### src/rtl/cdb_arbiter_if.sv
// Bundle between the FU completion ports / writeback stage and the CDB arbiter.
// The master side drives completions and cdb_ready; the slave side is the arbiter.
interface cdb_arbiter_if #(
  parameter int N_FU   = 4,
  parameter int DATA_W = 32
);
  localparam int SRC_W = $clog2(N_FU);

  logic                     flush;
  logic [N_FU-1:0]          req_valid;
  logic [N_FU*DATA_W-1:0]   req_data;
  logic [N_FU-1:0]          fu_hold;
  logic                     cdb_valid;
  logic [DATA_W-1:0]        cdb_data;
  logic [SRC_W-1:0]         cdb_src;
  logic                     cdb_ready;
  logic                     overflow_err;

  modport master (
    output flush, req_valid, req_data, cdb_ready,
    input  fu_hold, cdb_valid, cdb_data, cdb_src, overflow_err
  );

  modport slave (
    input  flush, req_valid, req_data, cdb_ready,
    output fu_hold, cdb_valid, cdb_data, cdb_src, overflow_err
  );
endinterface

### src/rtl/cdb_arbiter.sv
// Buffers one-cycle FU completions in per-port FIFOs and grants the single CDB
// round-robin, one entry per cycle, with per-port issue hold and sticky overflow flag.
module cdb_arbiter #(
  parameter int N_FU   = 4,
  parameter int DATA_W = 32,
  parameter int DEPTH  = 2
) (
  input  logic          clk,
  input  logic          rst_n,
  cdb_arbiter_if.slave  bus
);
  localparam int SRC_W  = $clog2(N_FU);
  localparam int SCAN_W = SRC_W + 1;
  localparam int PTR_W  = $clog2(DEPTH);
  localparam int CNT_W  = PTR_W + 1;
  localparam logic [SCAN_W-1:0] N_FU_S  = SCAN_W'(N_FU);
  localparam logic [CNT_W-1:0]  DEPTH_C = CNT_W'(DEPTH);
  localparam logic [CNT_W-1:0]  HOLD_C  = CNT_W'(DEPTH - 1);

  logic [SRC_W-1:0]  rr_ptr_q, rr_ptr_d;
  logic              overflow_q, overflow_d;
  logic [N_FU-1:0]   not_empty;
  logic [N_FU-1:0]   pop_vec;
  logic [N_FU-1:0]   drop_vec;
  logic [N_FU-1:0]   hold_vec;
  logic [DATA_W-1:0] head [N_FU];
  logic              grant_valid;
  logic [SRC_W-1:0]  grant_idx;
  logic [SCAN_W-1:0] scan_idx;
  logic              pop;

  // Scan from the highest offset down so the lowest offset from rr_ptr wins.
  always_comb begin
    grant_valid = 1'b0;
    grant_idx   = '0;
    scan_idx    = '0;
    for (int k = N_FU - 1; k >= 0; k--) begin
      scan_idx = {1'b0, rr_ptr_q} + SCAN_W'(k);
      if (scan_idx >= N_FU_S) begin
        scan_idx = scan_idx - N_FU_S;
      end
      if (not_empty[scan_idx[SRC_W-1:0]]) begin
        grant_valid = 1'b1;
        grant_idx   = scan_idx[SRC_W-1:0];
      end
    end
  end

  assign pop           = grant_valid && bus.cdb_ready;
  assign bus.cdb_valid = grant_valid;
  assign bus.cdb_src   = grant_idx;
  assign bus.cdb_data  = grant_valid ? head[grant_idx] : '0;
  assign bus.fu_hold   = hold_vec;
  assign bus.overflow_err = overflow_q;

  always_comb begin
    rr_ptr_d   = rr_ptr_q;
    overflow_d = overflow_q | (|drop_vec);
    if (pop && !bus.flush) begin
      rr_ptr_d = (grant_idx == SRC_W'(N_FU - 1)) ? '0 : grant_idx + SRC_W'(1);
    end
  end

  always_ff @(posedge clk) begin
    if (!rst_n) begin
      rr_ptr_q   <= '0;
      overflow_q <= 1'b0;
    end else begin
      rr_ptr_q   <= rr_ptr_d;
      overflow_q <= overflow_d;
    end
  end

  for (genvar gi = 0; gi < N_FU; gi++) begin : g_port
    logic [DATA_W-1:0] mem_q [DEPTH];
    logic [PTR_W-1:0]  wr_ptr_q;
    logic [PTR_W-1:0]  rd_ptr_q;
    logic [CNT_W-1:0]  count_q, count_d;
    logic              push_ok;

    assign pop_vec[gi]  = pop && (grant_idx == SRC_W'(gi));
    // A full FIFO still accepts a push when its head leaves in the same cycle.
    assign push_ok      = bus.req_valid[gi] && !bus.flush && ((count_q != DEPTH_C) || pop_vec[gi]);
    assign drop_vec[gi] = bus.req_valid[gi] && !bus.flush && (count_q == DEPTH_C) && !pop_vec[gi];
    assign count_d      = count_q + CNT_W'(push_ok) - CNT_W'(pop_vec[gi]);

    always_ff @(posedge clk) begin
      if (!rst_n || bus.flush) begin
        wr_ptr_q <= '0;
        rd_ptr_q <= '0;
        count_q  <= '0;
      end else begin
        if (push_ok) begin
          wr_ptr_q <= wr_ptr_q + PTR_W'(1);
        end
        if (pop_vec[gi]) begin
          rd_ptr_q <= rd_ptr_q + PTR_W'(1);
        end
        count_q <= count_d;
      end
    end

    always_ff @(posedge clk) begin
      if (rst_n && push_ok) begin
        mem_q[wr_ptr_q] <= bus.req_data[gi*DATA_W +: DATA_W];
      end
    end

    assign not_empty[gi] = (count_q != '0);
    assign head[gi]      = mem_q[rd_ptr_q];
    // Reserve the last slot: an FU issued this cycle may complete next cycle.
    assign hold_vec[gi]  = (count_q >= HOLD_C);
  end
endmodule

### src/flat_wrapper.sv
// flat-port wrapper written by rule: the top's interface ports become plain ports
module cdb_arbiter_flat 
#(
  parameter int N_FU   = 4,
  parameter int DATA_W = 32,
  parameter int DEPTH  = 2
)
  (clk, rst_n, bus_flush, bus_req_valid, bus_req_data, bus_cdb_ready, bus_fu_hold, bus_cdb_valid, bus_cdb_data, bus_cdb_src, bus_overflow_err);
  cdb_arbiter_if #(.N_FU(N_FU), .DATA_W(DATA_W)) bus_i ();
  input  logic clk;
  input  logic rst_n;
  input wire logic [$bits(bus_i.flush)-1:0] bus_flush;
  input wire logic [$bits(bus_i.req_valid)-1:0] bus_req_valid;
  input wire logic [$bits(bus_i.req_data)-1:0] bus_req_data;
  input wire logic [$bits(bus_i.cdb_ready)-1:0] bus_cdb_ready;
  output wire logic [$bits(bus_i.fu_hold)-1:0] bus_fu_hold;
  output wire logic [$bits(bus_i.cdb_valid)-1:0] bus_cdb_valid;
  output wire logic [$bits(bus_i.cdb_data)-1:0] bus_cdb_data;
  output wire logic [$bits(bus_i.cdb_src)-1:0] bus_cdb_src;
  output wire logic [$bits(bus_i.overflow_err)-1:0] bus_overflow_err;
  assign bus_i.flush = bus_flush;
  assign bus_i.req_valid = bus_req_valid;
  assign bus_i.req_data = bus_req_data;
  assign bus_i.cdb_ready = bus_cdb_ready;
  assign bus_fu_hold = bus_i.fu_hold;
  assign bus_cdb_valid = bus_i.cdb_valid;
  assign bus_cdb_data = bus_i.cdb_data;
  assign bus_cdb_src = bus_i.cdb_src;
  assign bus_overflow_err = bus_i.overflow_err;
  cdb_arbiter #(.N_FU(N_FU), .DATA_W(DATA_W), .DEPTH(DEPTH)) u_core (.clk(clk), .rst_n(rst_n), .bus(bus_i));
endmodule
### config.mk
export PLATFORM = sky130hd
export DESIGN_NAME = cdb_arbiter_flat
export DESIGN_NICKNAME = d
export VERILOG_FILES = /design/src/rtl/cdb_arbiter_if.sv /design/src/rtl/cdb_arbiter.sv /design/src/flat_wrapper.sv
export SDC_FILE = /design/constraint.sdc
export NUM_CORES = 1
export LEC_CHECK = 0
export ABC_AREA = 1
export CORE_ASPECT_RATIO = 0.9
export CORE_MARGIN = 10
export CORE_UTILIZATION = 37
export DETAILED_ROUTE_END_ITERATION = 8
export SYNTH_ARGS = -nofsm -noshare
export SYNTH_HDL_FRONTEND = slang
export SYNTH_SLANG_ARGS = --single-unit
### constraint.sdc
create_clock -name clk -period 4.89 [get_ports clk]
set_clock_uncertainty 0.1 [all_clocks]
set_input_delay 0.7335 -clock clk [delete_from_list [all_inputs] [get_ports clk]]
set_output_delay 0.7335 -clock clk [all_outputs]
set_load 0.05 [all_outputs]
## Yosys cells after proc, flatten, opt, wreduce, memory -nomap -nowiden

Memory sizes are Yosys's and may differ from the RTL's. A register that Yosys moved wholly into a read port is not among the register bits.
Cells that the tools add are included.

- Div/mod/pow operators: 0
- Reductions and logical operators: 43
- Mux-type cells: 41
- Add/subtract/negate cells: 24
- Multipliers: 0
- Order comparisons: 13
- Bitwise operators: 2
- Equality and inequality tests: 11
- Shift-type cells: 0

Operators by type and width:

| kind | number |
|---|---|
| $mux 32 | 3 |
| $bmux 32 s2 | 1 |
| $logic_and 1x1->1 | 26 |
| $mux 1 | 24 |
| $mux 2 | 9 |
| $eq 2x2->1 const B | 6 |
| $ge 3x3->1 const B | 4 |
| $lt 2x3->1 const B | 4 |
| $add 1x1->1 const B | 8 |
| $add 2x1->2 | 4 |
| $bmux 1 s2 | 4 |
| $ge 2x1->1 const B | 4 |
| $ne 2x2->1 const B | 4 |
| $reduce_bool 2->1 | 4 |
| $sub 2x1->2 | 4 |
| $sub 2x1->2 const B | 4 |
| $add 2x2->3 const B | 2 |
| $logic_not 1->1 | 6 |
| $logic_or 1x1->1 | 5 |
| $reduce_or 4->1 | 1 |
| $add 2x1->3 const B | 1 |
| $ge 2x3->1 const B | 1 |
| $not 2->3 | 1 |
| $add 2x1->2 const B | 1 |
| other kinds (3) | 3 |

- Logic and storage cells: 152
- Register bits after elaboration: 19
- Bits in latches: 0
- RAM bits: 256
- ROM bits: 0
- Memories: 4
- Input bits: 136

Memory list:

| name | depth | bits a word | rd ports | clocked after Yosys merged registers in | wr ports | line | RTL |
|---|---|---|---|---|---|---|---|
| u_core.g_port[0].mem_q | 2 | 32 | 1 | 1 | 1 | cdb_arbiter.sv:75 | `logic [DATA_W-1:0] mem_q [DEPTH];` |
| u_core.g_port[1].mem_q | 2 | 32 | 1 | 1 | 1 | cdb_arbiter.sv:75 |  |
| u_core.g_port[2].mem_q | 2 | 32 | 1 | 1 | 1 | cdb_arbiter.sv:75 |  |
| u_core.g_port[3].mem_q | 2 | 32 | 1 | 1 | 1 | cdb_arbiter.sv:75 |  |

## Logic depth before layout (Yosys ltp)

- Depth in word-level cells: 16
- Mapped depth: 18

## Least setup slack after synthesis

No wires, ideal clock.

- Kind: reg-to-reg
- Start point: register u_core.rr_ptr_q[0]
- End point: memory u_core.g_port[3].mem_q[1][0], enable pin
- Period minus slack after synthesis: 4.553 ns
- Stages on the path, launching flop included: 13
- Buffers on the path: 0
- Setup time: 0.461 ns
- Path slack: 0.337 ns
- Data required time: 4.329 ns
- Arrival time: 3.992 ns
- Path through: dfxtp_1 > inv_2 > nand2_1 > nand2_1 > nor2_1 > nand2_1 > nand2_1 > nand2_1 > a21oi_4 > nand4_2 > nand2_1 > nand2_1 > nor3_1

- Cells in the longest elaborated chain, start to end: 16

Ends and longest elaborated chain:

| item | line | RTL |
|---|---|---|
| from (decl) | cdb_arbiter.sv:20 | `logic [SRC_W-1:0] rr_ptr_q, rr_ptr_d;` |
| from (signal assigned) | cdb_arbiter.sv:69 | `rr_ptr_q <= rr_ptr_d;` |
| $add 2x2->3 | cdb_arbiter.sv:38 | `scan_idx = {1'b0, rr_ptr_q} + SCAN_W'(k);` |
| $ge 3x3->1 or $sub 2x1->2 (tied branches) | cdb_arbiter.sv:39, cdb_arbiter.sv:40 |  |
| $mux 2 | cdb_arbiter.sv:39 | `if (scan_idx >= N_FU_S) begin` |
| $bmux 1 s2 | cdb_arbiter.sv:42 | `if (not_empty[scan_idx[SRC_W-1:0]]) begin` |
| $mux 1 (implied by the code) | cdb_arbiter.sv:42 |  |
| $mux 2 (3 in series) | cdb_arbiter.sv:42 |  |
| $mux 2 (*) | cdb_arbiter.sv:42 |  |
| via bus_cdb_src[1] | flat_wrapper.sv:19 | `output wire logic [$bits(bus_i.cdb_src)-1:0] bus_cdb_src;` |
| $eq 2x2->1 (*) | cdb_arbiter.sv:81 | `assign pop_vec[gi] = pop && (grant_idx == SRC_W'(gi));` |
| $logic_and 1x1->1 (*) | cdb_arbiter.sv:81 |  |
| $logic_or 1x1->1 (*) | cdb_arbiter.sv:83 | `assign push_ok = bus.req_valid[gi] && !bus.flush && ((count_q != DEPTH_C) \|\| pop_vec[gi]);` |
| $logic_and 1x1->1 (*) | cdb_arbiter.sv:83 |  |
| $logic_and 1x1->1 (*) | cdb_arbiter.sv:104 | `if (rst_n && push_ok) begin` |
| $mux 1 (*) | cdb_arbiter.sv:104 |  |
| $mux 1 (implied by the code) (*) | cdb_arbiter.sv:105 | `mem_q[wr_ptr_q] <= bus.req_data[gi*DATA_W +: DATA_W];` |
| to (decl) | cdb_arbiter.sv:75 |  |

The timed path passes the listed nets; every way through them passes the cells marked *. The select of a mux whose other input is x is not followed.

## Worst setup path after layout

- Start point: register u_core.rr_ptr_q[0]
- End point: output port bus_cdb_data[26]

- Cells in the longest elaborated chain, start to end: 14

Ends and longest elaborated chain:

| item | line | RTL |
|---|---|---|
| $add 2x2->3 | cdb_arbiter.sv:38 |  |
| $ge 3x3->1 or $sub 2x1->2 (tied branches) | cdb_arbiter.sv:39, cdb_arbiter.sv:40 |  |
| $mux 2 | cdb_arbiter.sv:39 |  |
| $bmux 1 s2 | cdb_arbiter.sv:42 |  |
| $mux 1 (implied by the code) | cdb_arbiter.sv:42 |  |
| $mux 2 (4 in series) | cdb_arbiter.sv:42 |  |
| $not 2->3 (implied by the code) | cdb_arbiter.sv:52 | `assign bus.cdb_data = grant_valid ? head[grant_idx] : '0;` |
| $bmux 32 s2 | cdb_arbiter.sv:52 |  |
| $mux 32 (implied by the code) (2 in series) | cdb_arbiter.sv:52 |  |
| $mux 32 (*) | cdb_arbiter.sv:52 |  |
| to (decl) | flat_wrapper.sv:18 | `output wire logic [$bits(bus_i.cdb_data)-1:0] bus_cdb_data;` |

Every way passes the cells marked *; elsewhere a longest branch is shown, timed or not. The select of a mux whose other input is x is not followed.

==> results.yml <==
run_status:
  outcome: "finished clean"
timing:
  hold_violations: 0
  grt_setup_unrepaired: "true"
  maxSlewHeadroom_pct: 19.64
  timing.final.crit_period_ps: 4568
  max_slew.worst_pin.slew_ps: 1205
  report.final.setup_viol: 0
  period_share_pct: 93.42
  fmax_ghz: 0.2189
  maxSlewViolCount: 0
die:
  initial_core_util_pct: 37.36
  rows: 62
  die-area_sq_um: 39610
  die_y_microns: 189.8
  core_area_sq_um: 31730
  die_w_microns: 208.7
  pin_count: 176
critical_path:
  slowest_delay_ps: 600
  path_class: "flop to output port"
  cp_max_fo: 26
  critical_path_arrival_ps: 3730
  reg2reg_depth: 14
  endpoint_kind: "output port"
  cp_cell_sequence: "inv_2, nand2_1, nand3_1, nand2_1, inv_2, a21oi_1, nand2_1, nand2_2, nand2_2, buf_4, a211oi_2, nor3_2, buf_4"
  crit_top_cell: "nand2_1"
  cp_slowest_cell: "nand2_2"
  cp-start-kind: "flop"
  worstPathRequired_ps: 4060
  r2r_end: "u_core.g_port[0].mem_q[1][28]"
  r2r-start: "u_core.rr_ptr_q[0]"
  reg2reg_slack_ps: 1060
clock_network:
  numCtsBuffers: 34
  clk_path_buf_depth: 3
  post_cts_resized: 0
  cts_max_level: 2
  clock-sinks: 279
  cts_tree: "built"
  clkTransAtPathRegs_ps: 50
  root_buffer: "clkbuf_16"
  insertion_delay_ps: 490
  cts_setup_buffers: 0
  cts_hold_buf: 0
final_layout:
  stdcell_count: 1570
  drive_gt1_share_pct: 18.82
  syn2layout_area_growth_pct: 27.97
  n_fill_cell: 2828
  nNetsFinal: 1267
placed_design:
  dpl.hpwl_microns: 21580
  io_buffers: 175
  dpl.cell_count: 1509
  gp_congestion: 0.8542
drt:
  first_pass_iters: 5
  wl_microns: 31550
  vias_per_cell: 4.836
  drtIter0Drc: 437
  ant_nets: 0
  wl_per_cell_microns: 20.10
  drc: 0
  via_count: 7593
yosys:
  synth_cells: 937
  ys_types: 36
  seq_area_frac_synth_pct: 68.73
  ys_ff_latch: 279
  yosys_warnings: 0
  synthesis.nets: 1075
  postSynthAreaPerCell_sq_um: 12.65
  netlist_area_sq_um: 11860
min_path:
  min_path_type: "flop to flop"
  worstHoldEndpoint: "u_core.g_port[2].wr_ptr_q"
  whs_path_depth: 2
  worstHoldStart: "u_core.g_port[2].wr_ptr_q"
global_route:
  first_global_vias: 7864
  grt_pass1_wl_microns: 47870
  grt_max_degree: 65
  grt.total_usage_pct: 15.73
  antenna_found_initial: 1
  gr-total-overflow: 0
flow_run:
  cap_violations: 0
==> Yosys cell counts <==
library cell    n  area share [%]
nand2_2         6            0.32
a211oi_1        3            0.19
dfxtp_1        23             3.9
nor3_1          7            0.30
nand2_1       190             6.0
nand3b_1        1           0.063
nor3_2         27             2.3
a21oi_4         1            0.14
nor2_2          1           0.053
buf_6           1           0.095
mux2_2         32             3.0
nor2_1         72             2.3
a21oi_2         1           0.074
inv_1          93             2.9
a211oi_2       27             2.8
clkinv_1        2           0.063
clkbuf_1       25            0.79
o21ai_0         6            0.25
inv_2           5            0.16
o211ai_1       34             2.2
xor2_1          4            0.30
a21oi_1         9            0.38
and3_1          2            0.11
nand4_1         2            0.11
xnor2_1         2            0.15
buf_2           6            0.25
nand3_1        50             2.1
buf_4           6            0.38
ha_1            2            0.21
edfxtp_1      256              65
and2_1          2            0.11
buf_1           4            0.13
nand4_2         1            0.11
o21ai_1         1           0.042
mux2i_1        32             2.7
nand3_4         1            0.15
==> per-stage QoR <==
stage | cell area [sq um] | setup TNS, ps | worst slack (ps) | hold WS, ps | util (%)
2_1_floorplan | 11860 | 0 | 336.6 | 339.5 | -
3_3_place_gp | 14090 | 0 | 798.7 | 351.5 | 44.41
3_5_place_dp | 14090 | 0 | 790.9 | 358.0 | 44.41
4_1_cts | 15170 | 0 | 218.0 | 365.5 | 47.81
5_1_grt | 15170 | -29.84 | -14.87 | 377.5 | 47.81
6_report | 15170 | 0 | 322.0 | 367.6 | 47.82
==> worst max path at each step <==
| stage | start | end | slack (ps) | cells after the start |
|---|---|---|---|---|
| finish | u_core.rr_ptr_q[0] | bus_cdb_data[26] | 320 | 13 |
| CTS | u_core.rr_ptr_q[0] | bus_cdb_data[26] | 220 | 13 |
| global route | u_core.rr_ptr_q[0] | bus_cdb_data[29] | -10 | 13 |
| global placement | u_core.g_port[2].count_q[1] | bus_cdb_data[1] | 800 | 15 |
| detailed placement | u_core.rr_ptr_q[0] | bus_cdb_data[26] | 790 | 13 |
| floorplan | u_core.rr_ptr_q[0] | u_core.g_port[3].mem_q[1][0] | 340 | 12 |
==> registers in the layout (all words and copies together) (netlist names), named ones only <==
| name | flops |
|---|---|
| u_core.g_port.mem_q | 256 |
| u_core.g_port.count_q | 8 |
| u_core.g_port.rd_ptr_q | 4 |
| u_core.g_port.wr_ptr_q | 4 |
| u_core.rr_ptr_q | 2 |
| u_core.bus.overflow_err | 1 |
==> layout make-up <==
class / instances / area [sq um] / area share, %
Sequential cell: 279 / 8155 / 53.76
Multi-Input combinational cell: 516 / 3194 / 21.06
Timing Repair Buffer: 198 / 1844 / 12.16
Clock buffer: 45 / 923.4 / 6.087
Tap cell: 416 / 520.5 / 3.431
Inverter: 100 / 375.4 / 2.474
Clock inverter: 15 / 155.1 / 1.023
Antenna cell: 1 / 2.502 / 0.01649
==> worst max-delay path: cells and delay by family (launching register included) <==
| family | cells | cell delay (ps) |
|---|---|---|
| DFF | 1 | 440 |
| AOI/OAI and AO/OA | 2 | 330 |
| and+or+nand+nor | 7 | 1670 |
| buffers and inverters | 4 | 780 |
==> routing by layer <==
| metal | up-vias | routed length, microns | global-route usage (%) |
|---|---|---|---|
| met4 | 0 | 587 | 3.954 |
| met5 | - | 0 | 0 |
| li1 | 3673 | - | - |
| met1 | 3661 | 13930 | 20.18 |
| met3 | 43 | 1849 | 3.656 |
| met2 | 216 | 15190 | 26.35 |
==> cells in the final DEF (no fill, tap or decap), types with 3 or more instances in the layout <==
| cell | instances |
|---|---|
| clkbuf_16 | 35 |
| nor2_4 | 6 |
| nor3_1 | 4 |
| inv_2 | 6 |
| mux2i_1 | 32 |
| clkdlybuf4s50_1 | 143 |
| o21ai_0 | 6 |
| nor3_2 | 30 |
| clkinv_2 | 5 |
| edfxtp_1 | 256 |
| buf_4 | 55 |
| inv_1 | 92 |
| dfxtp_1 | 19 |
| nand2_1 | 190 |
| o211ai_1 | 34 |
| bufinv_16 | 3 |
| clkinv_1 | 6 |
| a211oi_1 | 3 |
| xor2_1 | 4 |
| nand3_1 | 50 |
| nor2_1 | 67 |
| nand2_2 | 6 |
| mux2_2 | 32 |
| a211oi_2 | 27 |
| a21oi_1 | 9 |
| dfxtp_2 | 3 |
| clkbuf_1 | 9 |
==> kinds of logic (layout without fill, tap and decap cells) <==
| group | after synthesis | after routing | share of synthesized area [%] |
|---|---|---|---|
| simple gates | 362 | 362 | 13.98 |
| compound gates | 82 | 82 | 6.079 |
| mux | 64 | 64 | 5.741 |
| xor+xnor | 6 | 6 | 0.4433 |
| other cells | 0 | 1 | 0 |
| flops | 279 | 279 | 68.73 |
| fa+ha+maj | 2 | 2 | 0.2110 |
| buf+inv | 142 | 358 | 4.813 |
Power is not shown: default switching activity piles up to over one toggle a cycle in this logic, so the estimate is an artifact.
